<file path="src/rtl/semafor_pkg.sv">
// Phase codes shared by the sequencer, the display-selection stage and the stimuli bench.
package semafor_pkg;

    typedef enum logic [2:0] {
        ST_CAR_GREEN   = 3'd0,
        ST_CAR_YELLOW  = 3'd1,
        ST_ALL_RED_1   = 3'd2,
        ST_PED_GREEN   = 3'd3,
        ST_PED_BLINK   = 3'd4,
        ST_ALL_RED_2   = 3'd5,
        ST_MAINT_BLINK = 3'd6,
        ST_UNUSED      = 3'd7
    } phase_t;

    // Successor in the normal pedestrian cycle; anything unexpected parks in ALL_RED_2.
    function automatic phase_t next_phase(input phase_t p);
        case (p)
            ST_CAR_GREEN:  next_phase = ST_CAR_YELLOW;
            ST_CAR_YELLOW: next_phase = ST_ALL_RED_1;
            ST_ALL_RED_1:  next_phase = ST_PED_GREEN;
            ST_PED_GREEN:  next_phase = ST_PED_BLINK;
            ST_PED_BLINK:  next_phase = ST_ALL_RED_2;
            ST_ALL_RED_2:  next_phase = ST_CAR_GREEN;
            default:       next_phase = ST_ALL_RED_2;
        endcase
    endfunction

endpackage

</file>
<file path="src/rtl/sec_prescaler.sv">
// Free-running divider producing a one-cycle tick every CLK_HZ clocks.
module sec_prescaler #(
    parameter int unsigned CLK_HZ = 50_000_000
) (
    input  logic clk,
    input  logic rst,
    output logic tick
);

    localparam int unsigned CW = (CLK_HZ > 1) ? $clog2(CLK_HZ) : 1;
    localparam logic [CW-1:0] LAST = CW'(CLK_HZ - 1);

    logic [CW-1:0] cnt;

    assign tick = (cnt == LAST);

    always_ff @(posedge clk or negedge rst) begin
        if (!rst) begin
            cnt <= '0;
        end else begin
            cnt <= tick ? '0 : cnt + 1'b1;
        end
    end

endmodule

</file>
<file path="src/rtl/semafor_ctrl.sv">
// Pedestrian-crossing phase sequencer with request latching, maintenance flashing and a seconds countdown.
module semafor_ctrl
    import semafor_pkg::*;
#(
    parameter int unsigned CLK_HZ      = 50_000_000,
    parameter int unsigned T_GREEN     = 20,
    parameter int unsigned T_YELLOW    = 3,
    parameter int unsigned T_ALLRED    = 2,
    parameter int unsigned T_PED       = 10,
    parameter int unsigned T_PEDBLINK  = 4,
    parameter int unsigned SHORT_GREEN = 5
) (
    input  logic       clk,
    input  logic       rst,
    input  logic       ped_req,
    input  logic       maint,
    output logic [2:0] stare_semafor,
    output logic [7:0] countdown,
    output logic       blink,
    output logic       ped_ack
);

    localparam logic [7:0] TG_C = 8'(T_GREEN);
    localparam logic [7:0] TY_C = 8'(T_YELLOW);
    localparam logic [7:0] TA_C = 8'(T_ALLRED);
    localparam logic [7:0] TP_C = 8'(T_PED);
    localparam logic [7:0] TB_C = 8'(T_PEDBLINK);
    localparam logic [7:0] SG_C = 8'(SHORT_GREEN);

    phase_t     state, state_nx;
    logic [7:0] cd, cd_nx;
    logic       blink_r, blink_nx;
    logic       ack, ack_nx;
    logic       ped_s1, ped_s2, ped_prev;
    logic       maint_s1, maint_s2;
    logic       tick;
    logic       ped_edge;

    function automatic logic [7:0] phase_ticks(input phase_t p);
        case (p)
            ST_CAR_GREEN:  phase_ticks = TG_C;
            ST_CAR_YELLOW: phase_ticks = TY_C;
            ST_ALL_RED_1:  phase_ticks = TA_C;
            ST_PED_GREEN:  phase_ticks = TP_C;
            ST_PED_BLINK:  phase_ticks = TB_C;
            ST_ALL_RED_2:  phase_ticks = TA_C;
            default:       phase_ticks = 8'd0;
        endcase
    endfunction

    sec_prescaler #(.CLK_HZ(CLK_HZ)) u_prescaler (
        .clk  (clk),
        .rst  (rst),
        .tick (tick)
    );

    assign ped_edge      = ped_s2 & ~ped_prev;
    assign stare_semafor = state;
    assign countdown     = cd;
    assign blink         = blink_r;
    assign ped_ack       = ack;

    always_ff @(posedge clk or negedge rst) begin
        if (!rst) begin
            state    <= ST_ALL_RED_2;
            cd       <= TA_C;
            blink_r  <= 1'b0;
            ack      <= 1'b0;
            ped_s1   <= 1'b0;
            ped_s2   <= 1'b0;
            ped_prev <= 1'b0;
            maint_s1 <= 1'b0;
            maint_s2 <= 1'b0;
        end else begin
            state    <= state_nx;
            cd       <= cd_nx;
            blink_r  <= blink_nx;
            ack      <= ack_nx;
            ped_s1   <= ped_req;
            ped_s2   <= ped_s1;
            ped_prev <= ped_s2;
            maint_s1 <= maint;
            maint_s2 <= maint_s1;
        end
    end

    always_comb begin
        state_nx = state;
        cd_nx    = cd;
        blink_nx = blink_r;
        ack_nx   = ack;

        if (ped_edge && state != ST_PED_GREEN && state != ST_PED_BLINK) begin
            ack_nx = 1'b1;
        end

        if (state == ST_UNUSED) begin
            state_nx = ST_ALL_RED_2;
            cd_nx    = TA_C;
            blink_nx = 1'b0;
        end else if (tick && maint_s2) begin
            // Maintenance wins over any expiry happening on the same tick.
            if (state == ST_MAINT_BLINK) begin
                blink_nx = ~blink_r;
            end else begin
                state_nx = ST_MAINT_BLINK;
                cd_nx    = 8'd0;
                blink_nx = 1'b1;
            end
        end else if (tick && state == ST_MAINT_BLINK) begin
            state_nx = ST_ALL_RED_2;
            cd_nx    = TA_C;
            blink_nx = 1'b0;
        end else if (tick && cd <= 8'd1) begin
            // An edge arriving on the expiry tick still counts as a pending request.
            if (state == ST_CAR_GREEN && !(ack || ped_edge)) begin
                cd_nx = TG_C;
            end else begin
                state_nx = next_phase(state);
                cd_nx    = phase_ticks(state_nx);
                blink_nx = (state_nx == ST_PED_BLINK);
                if (state_nx == ST_PED_GREEN) begin
                    ack_nx = 1'b0;
                end
            end
        end else begin
            if (tick) begin
                cd_nx = cd - 8'd1;
                if (state == ST_PED_BLINK) begin
                    blink_nx = ~blink_r;
                end
            end
            if (ped_edge && state == ST_CAR_GREEN && cd > SG_C) begin
                cd_nx = SG_C;
            end
        end
    end

endmodule
</file>
<file path="config.mk">
export PLATFORM = sky130hd
export DESIGN_NAME = semafor_ctrl
export DESIGN_NICKNAME = d
export VERILOG_FILES = /design/src/rtl/semafor_pkg.sv /design/src/rtl/sec_prescaler.sv /design/src/rtl/semafor_ctrl.sv
export SDC_FILE = /design/constraint.sdc
export NUM_CORES = 1
export LEC_CHECK = 0
export CAP_MARGIN = 20
export CELL_PAD_IN_SITES_DETAIL_PLACEMENT = 0
export CELL_PAD_IN_SITES_GLOBAL_PLACEMENT = 2
export CORE_ASPECT_RATIO = 0.75
export CORE_MARGIN = 2
export CORE_UTILIZATION = 37
export DETAILED_ROUTE_END_ITERATION = 16
export MAX_ROUTING_LAYER = met4
export PLACE_DENSITY = 0.79
export SKIP_LAST_GASP = 1
export SYNTH_ARGS = -nofsm -noshare
export SYNTH_HDL_FRONTEND = slang
export SYNTH_SLANG_ARGS = --single-unit
</file>
<file path="constraint.sdc">
create_clock -name clk -period 3.2 [get_ports clk]
set_input_delay 0.64 -clock clk [delete_from_list [all_inputs] [get_ports clk]]
set_output_delay 0.64 -clock clk [all_outputs]
set_load 0.05 [all_outputs]
</file>
==> impl_metrics.env <==
export IMPL_status="complete, no violations"
export IMPL_dr_pass1_iters=4
export IMPL_rrSetupSlack_ns=0.59
export IMPL_die_y_um=74.3
export IMPL_n_antenna_cell=0
export IMPL_ctsResizeCount=0
export IMPL_nNetsFinal=293
export IMPL_postCtsSetupRepairBufs=0
export IMPL_ff2ff_path_depth=7
export IMPL_ys_warn_count=0
export IMPL_finClkSkew_ns=0.00634
export IMPL_io_pins=17
export IMPL_syn_inst=263
export IMPL_drtIter0Drc=165
export IMPL_finalSetupViolCount=0
export IMPL_start_util_pct=38.4
export IMPL_critPathRequiredTime_ns=3.42
export IMPL_areaGrowthSynthToFinish_pct=17.0
export IMPL_grt_max_degree=45
export IMPL_finalHoldViolations=0
export IMPL_ant_nets=0
export IMPL_cp_slowest_cell="or4_4"
export IMPL_overflow=0
export IMPL_cts_tree="yes"
export IMPL_cp_start_kind="flop"
export IMPL_hpwl_um=4130
export IMPL_yosysTopAreaCell="dfrtp_1"
export IMPL_portBuffers=16
export IMPL_powerDensity_mw_per_mm2=363
export IMPL_synth_seq_cells=44
export IMPL_die_area_mm2=0.00727
export IMPL_antenna_found_initial=0
export IMPL_synth_commonest_cells="dfrtp_1, nor2_1, nand2_1"
export IMPL_postCtsHoldBufs=0
export IMPL_avgSynthCellArea_um2=9.28
export IMPL_clkLatencyLatePin_ns=0.29
export IMPL_hp_class="in -> async"
export IMPL_routed_wl_um=5930
export IMPL_finalCritPeriodShare_pct=81.5
export IMPL_synthArstFlopShare_pct=100
export IMPL_final_core_util_pct=45.0
export IMPL_synth_area_leaders="dfrtp_1, xor2_1, nor2_1, nand2_1, a21oi_1"
export IMPL_fmax_mhz=383
export IMPL_synth_area_mm2=0.00244
export IMPL_vdd_drop_max_mv=0.172
export IMPL_r2r_start="u_prescaler.cnt[8]$_DFF_PN0_"
export IMPL_slew_headroom_pct=57.5
export IMPL_cts_sinks=44
export IMPL_grt_usage_pct=17.5
export IMPL_tightest_slew_ns=0.635
export IMPL_drive_above_1_share_pct=11.5
export IMPL_cpPeakStageDelay_ns=0.56
export IMPL_clkTransAtPathRegs_ns=0.09
export IMPL_synth_most_common_cell="dfrtp_1"
export IMPL_die_x_um=97.8
export IMPL_detail_route_wl_per_cell_um=16.1
export IMPL_synth_top_area_share_pct=42.0
export IMPL_maxSlewViolCount=0
export IMPL_htreeDepth=2
export IMPL_cp_cell_sequence="or4b_1, or4_4, nor3_4, buf_4, o21a_1, a21oi_1, a31oi_1"
export IMPL_syn_nets=270
export IMPL_ys_seq_area_share_pct=45.3
export IMPL_period_minus_slack_ns=2.61
export IMPL_place_gp_congestion=0.828
export IMPL_rsz0062_at_grt="false"
export IMPL_coreArea_mm2=0.00635
export IMPL_critPathMaxFanout=11
export IMPL_max_cap_violations=0
export IMPL_viasPerCell=5.46
export IMPL_synth_edff_count=0
export IMPL_core_rowCount=25
export IMPL_tns_ns=0
export IMPL_worstSetupPathType="reg -> reg"
export IMPL_cts_root_buf="clkbuf_8"
export IMPL_arrival_ns=2.83
export IMPL_clockBufferDepth=2
export IMPL_synth_flop_cell="dfrtp_1"
export IMPL_crit_buf_inv=1
export IMPL_leakage_nw=1.20
export IMPL_critical_path_top_delay_family="simple AND/OR/NAND/NOR gates"
export IMPL_ys_types=53
export IMPL_cts_buffers_inserted=5
export IMPL_r2r_end="stare_semafor[0]$_DFFE_PN1P_"
export IMPL_drc_errors=0
export IMPL_worstSetupEndpointType="flop"
export IMPL_grt_pass1_wl_um=9720
export IMPL_vias=2010
export IMPL_grt_pass1_vias=1864
==> worst register-to-register path: cells and delay by family, from the launching register on <==
kind / cells / cell delay, ns
AND/OR/NAND/NOR: 3 / 1.42
AO/OA/AOI/OAI: 3 / 0.44
flip-flops: 1 / 0.42
buffers and inverters: 1 / 0.27
==> worst max path at each step <==
stage / cells past startpoint / start / slack [ns] / end
global route: 7 / u_prescaler.cnt[8]$_DFF_PN0_ / 0.40 / stare_semafor[0]$_DFFE_PN1P_
detailed placement: 9 / countdown[1]$_DFFE_PN1P_ / 0.63 / countdown[6]$_DFFE_PN0P_
floorplan: 6 / u_prescaler.cnt[8]$_DFF_PN0_ / 0.73 / countdown[2]$_DFFE_PN0P_
global placement: 9 / countdown[1]$_DFFE_PN1P_ / 0.68 / countdown[6]$_DFFE_PN0P_
finish: 7 / u_prescaler.cnt[8]$_DFF_PN0_ / 0.59 / stare_semafor[0]$_DFFE_PN1P_
CTS: 7 / u_prescaler.cnt[8]$_DFF_PN0_ / 0.60 / stare_semafor[0]$_DFFE_PN1P_
==> metrics by stage <==
step	worst slack (ns)	hold WS [ns]	instances	area, µm²	power, mW
after global routing	0.401	0.326	368	2860	1.09
final	0.590	0.316	368	2860	1.04
after detailed placement	0.626	0.337	359	2710	0.592
after floorplan	0.733	0.331	263	2440	0.576
after global placement	0.675	0.333	359	2710	0.593
after CTS	0.597	0.359	367	2830	1.05
==> layout make-up <==
class / count / area, µm²
multi-input combinational: 205 / 1270
clock buffer: 6 / 82.6
tap: 81 / 101
sequential: 44 / 1100
timing repair buffer: 23 / 228
fill: 622 / 3490
inverter: 7 / 26.3
clock inverter: 2 / 38.8
==> logic make-up (layout without fill, tap and decap cells) <==
family / count (synthesis) / count (layout) / synth area share [%]
XOR/XNOR: 23 / 23 / 8.25
AO/OA/AOI/OAI: 59 / 59 / 15.2
flip-flops: 44 / 44 / 45.3
AND/OR/NAND/NOR: 117 / 117 / 25.9
adder cells (fa/ha/maj): 3 / 3 / 1.54
buffers and inverters: 14 / 38 / 2.56
multiplexers: 3 / 3 / 1.28
==> metal layers <==
metal / GRT usage [%] / routed length [µm] / part of all wire (%) / vias to the layer above
met5: - / 0 / 0 / -
met4: 3.24 / 25 / 0.42 / 0
met3: 4.23 / 293 / 4.9 / 2
met1: 27.2 / 3300 / 56 / 971
met2: 23.1 / 2310 / 39 / 50
li1: - / - / - / 987
==> registers in the layout (all words and copies together), names as in the netlist <==
name,flops
u_prescaler.cnt,26
countdown,8
stare_semafor,3
blink,1
maint_s1,1
maint_s2,1
ped_ack,1
ped_prev,1
ped_s1,1
ped_s2,1
==> power by group <==
group          internal, mW  switching [mW]
Sequential            0.559         0.00308
Combinational       0.00774          0.0152
Clock                 0.256           0.196
Total                 0.822           0.214
==> placed cells by master, fill, tap and decap left out, drive strengths merged, types with 4 or more instances in the layout <==
| cell | netlist | final |
|---|---|---|
| a21oi | 18 | 18 |
| a31oi | 4 | 4 |
| and3 | 6 | 6 |
| buf | 3 | 8 |
| clkbuf | 4 | 6 |
| clkdlybuf4s50 | 0 | 15 |
| dfrtp | 41 | 41 |
| inv | 7 | 7 |
| nand2 | 27 | 27 |
| nand3 | 9 | 9 |
| nand4 | 8 | 8 |
| nor2 | 31 | 31 |
| nor3 | 9 | 9 |
| nor4 | 5 | 5 |
| o21ai | 15 | 15 |
| o22ai | 5 | 5 |
| or3 | 5 | 5 |
| xnor2 | 9 | 9 |
| xor2 | 14 | 14 |
Note: power is estimated with default switching activity, not from simulation.
